<file path="src/rtl/fetch_pkg.sv">
// rtl/fetch_pkg.sv - shared widths, entry type and helpers for the fetch stage
//
// Purpose : constants and types used by inst_fetch and fetch_fifo.
//   InstAddrBus / InstBus : default instruction address / word widths
//   FETCH_DEPTH           : default prefetch depth (in-flight + buffered)
//   fetch_entry_t         : {pc, inst, exc} record held in the prefetch FIFO
//   cnt_width()           : bits needed to count 0..depth inclusive

package fetch_pkg;

  localparam int InstAddrBus = 32;
  localparam int InstBus     = 32;
  localparam int FETCH_DEPTH = 2;

  typedef struct packed {
    logic [InstAddrBus-1:0] pc;
    logic [InstBus-1:0]     inst;
    logic                   exc;
  } fetch_entry_t;

  function automatic int cnt_width(input int depth);
    return $clog2(depth + 1);
  endfunction

endpackage

</file>
<file path="src/rtl/fetch_fifo.sv">
// rtl/fetch_fifo.sv - synchronous DEPTH-entry FIFO with push/pop/flush/count
//
// Purpose : small register FIFO; first-word-fall-through head output.
// Params  : DEPTH (power of two, >= 2), T (stored element type)
// Ports   :
//   clk, rst   : clock, synchronous active-high reset
//   push       : write push_data (ignored while full)
//   push_data  : element to write
//   pop        : drop the head element (ignored while empty)
//   flush      : empty the FIFO next cycle; wins over push/pop
//   head       : current head element, valid while count != 0
//   count      : number of stored elements, 0..DEPTH

module fetch_fifo
  import fetch_pkg::*;
#(
  parameter int  DEPTH = FETCH_DEPTH,
  parameter type T     = fetch_entry_t,
  localparam int CW    = cnt_width(DEPTH)
) (
  input  logic          clk,
  input  logic          rst,
  input  logic          push,
  input  T              push_data,
  input  logic          pop,
  input  logic          flush,
  output T              head,
  output logic [CW-1:0] count
);

  localparam int PW = $clog2(DEPTH);
  localparam logic [CW-1:0] FULL_CNT = CW'(DEPTH);

  T              mem [DEPTH];
  logic [PW-1:0] rd_ptr;
  logic [PW-1:0] wr_ptr;
  logic          push_ok;
  logic          pop_ok;

  assign push_ok = push & (count != FULL_CNT);
  assign pop_ok  = pop & (count != '0);

  always_ff @(posedge clk) begin
    if (rst || flush) begin
      rd_ptr <= '0;
      wr_ptr <= '0;
      count  <= '0;
    end else begin
      if (push_ok) wr_ptr <= wr_ptr + 1'b1;
      if (pop_ok)  rd_ptr <= rd_ptr + 1'b1;
      case ({push_ok, pop_ok})
        2'b10:   count <= count + 1'b1;
        2'b01:   count <= count - 1'b1;
        default: ;
      endcase
    end
  end

  // Storage is not reset; entries are only observed once counted in.
  always_ff @(posedge clk) begin
    if (!rst && !flush && push_ok) mem[wr_ptr] <= push_data;
  end

  assign head = mem[rd_ptr];

endmodule

</file>
<file path="src/rtl/inst_fetch.sv">
// rtl/inst_fetch.sv - instruction fetch stage with variable-latency memory and prefetch FIFO
//
// Purpose : accepts PCs (valid/ready), issues in-order instruction memory
//           requests, buffers {pc, inst, exc} responses and presents them to
//           decode (valid/ready). flush_i discards everything fetched or in flight.
// Macro   : FETCH_ALIGN_CHECK_EN - when defined, a misaligned PC (pc_i[1:0]!=0)
//           is not sent to memory; an exception entry {pc, 0, 1} is queued instead.
//           When undefined id_exc_o is tied to 0.
// Params  : DEPTH (in-flight + buffered fetches, power of two >= 2), AW, DW
// Ports   :
//   clk, rst                        : clock, synchronous active-high reset
//   pc_i, pc_valid_i, pc_ready_o    : PC stream in; ready = PC consumed this cycle
//   imem_req_o, imem_addr_o         : memory request / address
//   imem_gnt_i                      : request accepted this cycle
//   imem_rvalid_i, imem_rdata_i     : in-order response, >= 1 cycle after grant
//   flush_i                         : drop all buffered and in-flight fetches
//   id_valid_o, id_pc_o, id_inst_o,
//   id_exc_o, id_ready_i            : decode-side entry handshake

module inst_fetch
  import fetch_pkg::*;
#(
  parameter int DEPTH = FETCH_DEPTH,
  parameter int AW    = InstAddrBus,
  parameter int DW    = InstBus
) (
  input  logic          clk,
  input  logic          rst,
  input  logic [AW-1:0] pc_i,
  input  logic          pc_valid_i,
  output logic          pc_ready_o,
  output logic          imem_req_o,
  output logic [AW-1:0] imem_addr_o,
  input  logic          imem_gnt_i,
  input  logic          imem_rvalid_i,
  input  logic [DW-1:0] imem_rdata_i,
  input  logic          flush_i,
  output logic          id_valid_o,
  output logic [AW-1:0] id_pc_o,
  output logic [DW-1:0] id_inst_o,
  output logic          id_exc_o,
  input  logic          id_ready_i
);

  localparam int CW = cnt_width(DEPTH);
  localparam logic [CW:0] DEPTH_L = (CW+1)'(DEPTH);

  typedef struct packed {
    logic [AW-1:0] pc;
    logic [DW-1:0] inst;
    logic          exc;
  } entry_t;

  logic [CW-1:0] out_cnt;
  logic [CW-1:0] drop_cnt;
  logic [CW-1:0] fifo_cnt;
  logic [CW-1:0] unused_pcq_cnt;
  logic [AW-1:0] pcq_head;
  logic          credit;
  logic          misalign;
  logic          align_take;
  logic          grant;
  logic          resp_keep;
  logic          fifo_push;
  logic          id_pop;
  entry_t        fifo_in;
  entry_t        fifo_head;

  // Outstanding requests plus buffered entries never exceed DEPTH, so every
  // response already has a FIFO slot reserved and the FIFO cannot overflow.
  assign credit = ({1'b0, out_cnt} + {1'b0, fifo_cnt}) < DEPTH_L;

`ifdef FETCH_ALIGN_CHECK_EN
  assign misalign   = pc_valid_i & (pc_i[1:0] != 2'b00);
  // Only taken with nothing in flight, so the exception entry lands behind
  // every older instruction.
  assign align_take = misalign & credit & ~flush_i & ~rst & (out_cnt == '0);
`else
  assign misalign   = 1'b0;
  assign align_take = 1'b0;
`endif

  assign imem_req_o  = pc_valid_i & credit & ~flush_i & ~misalign & ~rst;
  assign imem_addr_o = pc_i;
  assign grant       = imem_req_o & imem_gnt_i;
  assign pc_ready_o  = grant | align_take;

  // Responses owed to flushed requests are swallowed; so is any response
  // arriving in the flush cycle itself.
  assign resp_keep = imem_rvalid_i & (drop_cnt == '0) & ~flush_i;
  assign fifo_push = resp_keep | align_take;
  assign id_pop    = id_valid_o & id_ready_i;

  always_comb begin
    fifo_in = '0;
    if (align_take) begin
      fifo_in.pc  = pc_i;
      fifo_in.exc = 1'b1;
    end else begin
      fifo_in.pc   = pcq_head;
      fifo_in.inst = imem_rdata_i;
    end
  end

  always_ff @(posedge clk) begin
    if (rst) begin
      out_cnt  <= '0;
      drop_cnt <= '0;
    end else begin
      case ({grant, imem_rvalid_i})
        2'b10:   out_cnt <= out_cnt + 1'b1;
        2'b01:   out_cnt <= out_cnt - 1'b1;
        default: ;
      endcase
      // No grant is possible during flush, so everything still outstanding
      // after this cycle's response (if any) must be dropped.
      if (flush_i) begin
        drop_cnt <= out_cnt - CW'(imem_rvalid_i);
      end else if (imem_rvalid_i && (drop_cnt != '0)) begin
        drop_cnt <= drop_cnt - 1'b1;
      end
    end
  end

  // Addresses of granted requests; never flushed, drained by responses
  // (kept or dropped) so the head always matches the returning data.
  fetch_fifo #(
    .DEPTH (DEPTH),
    .T     (logic [AW-1:0])
  ) u_pc_q (
    .clk       (clk),
    .rst       (rst),
    .push      (grant),
    .push_data (pc_i),
    .pop       (imem_rvalid_i),
    .flush     (1'b0),
    .head      (pcq_head),
    .count     (unused_pcq_cnt)
  );

  fetch_fifo #(
    .DEPTH (DEPTH),
    .T     (entry_t)
  ) u_entry_fifo (
    .clk       (clk),
    .rst       (rst),
    .push      (fifo_push),
    .push_data (fifo_in),
    .pop       (id_pop),
    .flush     (flush_i),
    .head      (fifo_head),
    .count     (fifo_cnt)
  );

  assign id_valid_o = (fifo_cnt != '0);
  assign id_pc_o    = fifo_head.pc;
  assign id_inst_o  = fifo_head.inst;

`ifdef FETCH_ALIGN_CHECK_EN
  assign id_exc_o = fifo_head.exc;
`else
  logic unused_exc;
  assign unused_exc = fifo_head.exc;
  assign id_exc_o   = 1'b0;
`endif

endmodule

</file>
<file path="config.mk">
export PLATFORM = sky130hd
export DESIGN_NAME = inst_fetch
export DESIGN_NICKNAME = d
export VERILOG_FILES = /design/src/rtl/fetch_pkg.sv /design/src/rtl/fetch_fifo.sv /design/src/rtl/inst_fetch.sv
export SDC_FILE = /design/constraint.sdc
export NUM_CORES = 1
export LEC_CHECK = 0
export ABC_CLOCK_PERIOD_IN_PS = 8800
export BUFFER_PORTS_ARGS = -buffer_cell sky130_fd_sc_hd__buf_2
export CAP_MARGIN = 10
export CORE_ASPECT_RATIO = 1.2
export CORE_MARGIN = 1
export CORE_UTILIZATION = 54
export DETAILED_ROUTE_END_ITERATION = 8
export PLACE_DENSITY = 0.82
export SKIP_LAST_GASP = 1
export SLEW_MARGIN = 30
export SYNTH_ARGS = -nofsm -noshare
export SYNTH_HDL_FRONTEND = slang
export SYNTH_SLANG_ARGS = --single-unit
</file>
<file path="constraint.sdc">
create_clock -name clk -period 8.8 [get_ports clk]
set_input_delay 0.88 -clock clk [delete_from_list [all_inputs] [get_ports clk]]
set_output_delay 0.88 -clock clk [all_outputs]
set_load 0.01 [all_outputs]
</file>
; Yosys cells after proc, flatten, opt, wreduce, memory -nomap -nowiden
; Memories as Yosys holds them, arrays and structs flattened. A register that Yosys moved wholly into a read port is not among the register bits.
; Cells that the tools add are included.
[totals]
ff_bits = 12
ramBits = 192
in_bits = 71
output_inout_bits = 100
wordCells = 73
n_memories = 2
[op_classes]
add_sub_neg = 13
magnitude_cmp = 1
n_eq_ne = 8
mux = 13
n_bitwise = 13
n_reduce_logical = 15
[mem_list]
columns = name, words, word_bits, read_ports, rd_clocked_by_memory_dff, wr, line_no
row1 = u_entry_fifo.mem, 2, 64, 1, 1, 1, fetch_fifo.sv:34  ; T mem [DEPTH];
row2 = u_pc_q.mem, 2, 32, 1, 1, 1, fetch_fifo.sv:34
[ops]
columns = op, count
row1 = $reduce_bool 2->1, 7
row2 = $pmux 2 s2, 3
row3 = $and 1x1->1, 11
row4 = $mux 1, 8
row5 = $sub 2x1->2 const B, 4
row6 = $add 2x1->2 const B, 3
row7 = $eq 2x1->1 const B, 3
row8 = $eq 2x2->1 const B, 3
row9 = $add 1x1->1 const B, 4
row10 = $logic_and 1x1->1, 4
row11 = $mux 2, 2
row12 = $ne 2x2->1 const B, 2
row13 = $add 2x2->3, 1
row14 = $lt 3x2->1 const B, 1
row15 = $logic_not 1->1, 2
row16 = $logic_not 2->1, 1
row17 = $not 1->1, 2
row18 = $sub 2x1->2, 1
row19 = $logic_or 1x1->1, 1

; Depth between registers and ports, before layout
[depth]
word_depth = 10
mapped_depth = 9
depth_no_buf = 9

; Hierarchy
; A second synthesis with hierarchy kept.
[unflattened]
hier_cells = 424
hier_area_um2 = 8001.4
[by_module_without_submodules]
columns = module, instances, cells_each, area_per_inst_um2, seq_area_each_um2
row1 = fetch_fifo (u_entry_fifo), 1, 229, 4914.7, 4003.8
row2 = fetch_fifo (u_pc_q), 1, 127, 2539.9, 2021.9
row3 = inst_fetch, 1, 68, 546.8, 80.1

; Worst setup path before layout
; OpenSTA, ideal clock, no wires.
[synth_timing]
kind = input -> register
from = in rst
to = mem u_entry_fifo.mem[0][0] (netlist bit), enable pin
setup_ns = 0.565
arrival_time_ns = 5.805
required_ns = 8.235
path_slack_ns = 2.431
path_stages = 4
n_path_buf = 2
path_cell_list = buf_2 > or2_1 > clkbuf_1 > nor3_1
[synth_between]
elab_chain_cells = 5
[synth_lines]
columns = item, line_no
row1 = "start, declared", inst_fetch.sv:28  ; input logic rst,
row2 = $logic_not 1->1, fetch_fifo.sv:61  ; if (!rst && !flush && push_ok) mem[wr_ptr] <= push_data;
row3 = $logic_and 1x1->1 (2 in a row), fetch_fifo.sv:61
row4 = $mux 1, fetch_fifo.sv:61
row5 = $mux 1 (implied by the code), fetch_fifo.sv:61
row6 = "end, declared", fetch_fifo.sv:34
; No other way between the ends.

; Worst setup path after layout
[layout_timing]
from = reg u_entry_fifo.count[0]
to = out pc_ready_o
[layout_between]
elab_chain_cells = 6
[layout_lines]
columns = item, line_no
row1 = "start, declared", fetch_fifo.sv:28  ; output logic [CW-1:0] count
row2 = "start signal, assigned", fetch_fifo.sv:52  ; 2'b10: count <= count + 1'b1;
row3 = "start signal, assigned", fetch_fifo.sv:53  ; 2'b01: count <= count - 1'b1;
row4 = $add 2x2->3, inst_fetch.sv:71  ; assign credit = ({1'b0, out_cnt} + {1'b0, fifo_cnt}) < DEPTH_L;
row5 = $lt 3x2->1, inst_fetch.sv:71
row6 = $and 1x1->1 (3 in a row), inst_fetch.sv:83  ; assign imem_req_o = pc_valid_i & credit & ~flush_i & ~misalign & ~rst;
row7 = $and 1x1->1, inst_fetch.sv:85  ; assign grant = imem_req_o & imem_gnt_i;
row8 = "end, declared", inst_fetch.sv:31  ; output logic pc_ready_o,
; No other way between the ends.

==> flow_metrics.py <==
metrics = {
    "route": {
        "ant_nets": 0,
        "drc": 0,
        "drt_iter0_markers": 246,
        "first_pass_iters": 4,
        "vias_per_cell": 5.22,
        "routedWlPerCell_um": 17.2,
        "vias": 3937,
        "routed_wl_um": 13000,
    },
    "worst_setup_path": {
        "path_depth": 5,
        "cp_cell_sequence": "and2_2 > fa_1 > nor4_2 > and3_1 > buf_2",
        "r2r_end": "u_pc_q.mem[1][3]",
        "worst-path-buf-inv": 1,
        "critPathLaunch": "u_entry_fifo.count[0]",
        "crit_path_end": "pc_ready_o",
        "reg2reg_from": "u_entry_fifo.count[0]",
        "ff2ff_path_depth": 5,
        "cp.required_ns": 7.92,
        "worst-setup-path-type": "register to output port",
        "end_kind": "output port",
        "slowest_delay_ns": 0.45,
        "critPathTopFamily": "simple AND/OR/NAND/NOR gates",
        "start_kind": "register",
        "reg2reg_slack_ns": 5.99,
        "critPathMaxFanout": 6,
        "crit_arrival_ns": 2.31,
        "slowest_stage": "dfxtp_1",
    },
    "clock_network": {
        "cts_made_buffers": 20,
        "post-cts-setup-buffers": 0,
        "cts_num_sinks": 206,
        "cts-root-buf": "clkbuf_16",
        "clkTransAtPathRegs_ns": 0.06,
        "cts_tree": "yes",
        "ctsHoldBuffers": 0,
        "cts_resized": 0,
        "clockBufferDepth": 3,
        "htreeDepth": 1,
        "clkLatencyLatePin_ns": 0.48,
    },
    "timing": {
        "tightestPinTransition_ns": 0.890,
        "hold_viol_final": 0,
        "drv_slew": 0,
        "fmax_mhz": 313,
        "setup_viol": 0,
        "setup_tns_ns": 0,
        "period_share": 0.363,
        "slew_headroom": 0.407,
        "fin_crit_ns": 3.19,
        "rsz0062_at_grt": "false",
        "skew_ns": 0.00962,
    },
    "global_route": {
        "grt_pass1_vias": 4033,
        "grt_pass1_wl_um": 19700,
        "grt_usage": 0.168,
        "grt_max_degree": 65,
        "overflow": 0,
        "antenna_found_initial": 1,
    },
    "placed_design": {
        "dpl.cell_count": 717,
        "place_congestion": 0.782,
        "portBuffers": 169,
        "hpwlAfterDp_um": 8110,
    },
    "yosys": {
        "synth.area.top_cells": "edfxtp_1 (73%), mux2_2 (13%), dfxtp_1 (3.6%)",
        "synth_cell_type_count": 32,
        "synth_nets": 492,
        "ys_seq_elements": 206,
        "ys.flop_type": "edfxtp_1",
        "yosys.area.top_type": "edfxtp_1",
        "syn_area_mm2": 0.00789,
        "syn_avg_cell_area_um2": 19.0,
        "seq_area_frac_synth": 0.766,
        "synth-async-reset-ratio": 0,
        "synth_edf_count": 192,
        "syn_inst": 415,
        "ys_warn_count": 0,
        "synth_top_area_share": 0.730,
    },
    "layout": {
        "finalNonFillerCells": 754,
        "diodes": 0,
        "syn_to_final_growth_pct": 19.7,
        "final.fill_count": 971,
        "nets": 642,
        "drive_above_1_share": 0.534,
    },
    "power_and_ir_drop": {
        "irDropWorstVdd_mv": 0.149,
        "leakagePower_uw": 0.00342,
        "p_per_area_mw_per_mm2": 226,
    },
    "floorplan": {
        "pin_count": 171,
        "core_mm2": 0.0144,
        "rows": 48,
        "start_util": 0.550,
        "dieArea_mm2": 0.0151,
        "dieWidth_um": 112,
        "die_y_um": 134,
    },
    "hold_path": {
        "hold_depth": 2,
        "hp-class": "register to register",
        "min_from": "u_entry_fifo.wr_ptr",
    },
    "job": {
        "cap_violations": 0,
    },
    "outcome": {
        "status": "finished, final reports clean",
    },
}
-- synth_stat cells, types with 3 or more instances --
cell type and number:
buf_2 11, ha_1 5, buf_4 33, mux2_2 94
xor2_1 3, o21a_1 3, or3_1 5, o21ai_0 4
nand2b_1 3, a21oi_1 5, dfxtp_1 14, nor2_1 8
xnor2_1 7, edfxtp_1 192, inv_1 5
-- routing by layer --
layer / vias to the layer above / part of all wire / track usage
li1: 1843 / - / -
met1: 1909 / 0.39 / 0.190
met2: 161 / 0.54 / 0.318
met3: 22 / 0.061 / 0.0362
met4: 2 / 0.015 / 0.0496
met5: - / 0.00085 / 0
-- tightest hold or removal path: stages (launching register included) --
cell	delay, ns
dfxtp_1	0.33
o21ai_0	0.08
a21oi_1	0.06
-- power breakdown --
| part | switching (µW) | internal [µW] | leakage, µW | total [µW] |
|---|---|---|---|---|
| combinational | 57.1 | 55.0 | 0.00122 | 112 |
| clock | 345 | 567 | 0.000347 | 912 |
| sequential | 14.3 | 1090 | 0.00185 | 1110 |
-- cell families (layout without fill, tap and decap cells) --
| family | count (synthesis) | after routing | synth area share |
|---|---|---|---|
| other cells | 1 | 1 | 0.000475 |
| xor+xnor | 10 | 10 | 0.0111 |
| flops | 206 | 206 | 0.766 |
| simple gates | 30 | 30 | 0.0217 |
| fa+ha+maj | 6 | 6 | 0.0105 |
| compound gates | 14 | 14 | 0.0105 |
| buf+inv | 51 | 215 | 0.0417 |
| mux | 97 | 97 | 0.138 |
-- final cells by class --
cell class | instances | area, µm² | area share
Clock inverter | 14 | 209 | 0.0221
Timing Repair Buffer | 174 | 903 | 0.0956
Inverter | 5 | 18.8 | 0.00199
Sequential cell | 206 | 6050 | 0.641
Multi-Input combinational cell | 158 | 1540 | 0.163
Clock buffer | 22 | 508 | 0.0538
Tap cell | 175 | 219 | 0.0232
-- through the flow --
step,setup WS [ns],util,hold slack (ns),total power [µW],cell area (µm²)
2_1_floorplan,2.43,-,0.446,1200,7890
3_3_place_gp,6.02,0.606,0.484,1230,8700
3_5_place_dp,5.86,0.606,0.511,1240,8700
4_1_cts,5.59,0.656,0.530,2150,9420
5_1_grt,5.47,0.658,0.563,2190,9450
6_report,5.61,0.658,0.530,2130,9450
-- sequential cells by signal (all words and copies together) (netlist names), named ones only --
register and flops:
u_entry_fifo.mem 128, u_entry_fifo.wr_ptr 1, drop_cnt 2, u_entry_fifo.rd_ptr 1, u_pc_q.count 2, u_entry_fifo.count 2, u_pc_q.rd_ptr 1, u_pc_q.mem 64
out_cnt 2, u_pc_q.wr_ptr 1
-- worst min-delay path by stage --
| stage | slack [ns] | endpoint |
|---|---|---|
| after floorplan | 0.45 | u_pc_q.wr_ptr |
| after global placement | 0.48 | u_pc_q.count[1] |
| after detailed placement | 0.51 | u_pc_q.wr_ptr |
| after CTS | 0.53 | register |
| after global routing | 0.56 | u_entry_fifo.mem[1][12] |
| final | 0.53 | u_entry_fifo.wr_ptr |
-- cells in the final DEF, fill, tap and decap left out, types with 2 or more instances in the layout --
cell,instances
clkinv_2,3
edfxtp_1,192
o21a_1,3
clkbuf_16,20
xor2_1,3
a211oi_1,2
nand2b_1,3
or3_1,5
buf_4,4
nor3_2,2
nor2_1,7
ha_1,5
clkbuf_1,2
o21ai_0,4
xnor2_1,7
dfxtp_1,12
bufinv_16,5
inv_1,5
buf_2,169
or2_2,2
a21oi_1,5
clkinv_1,3
mux2_2,94
mux2_1,2
(Power assumes the default switching activity.)
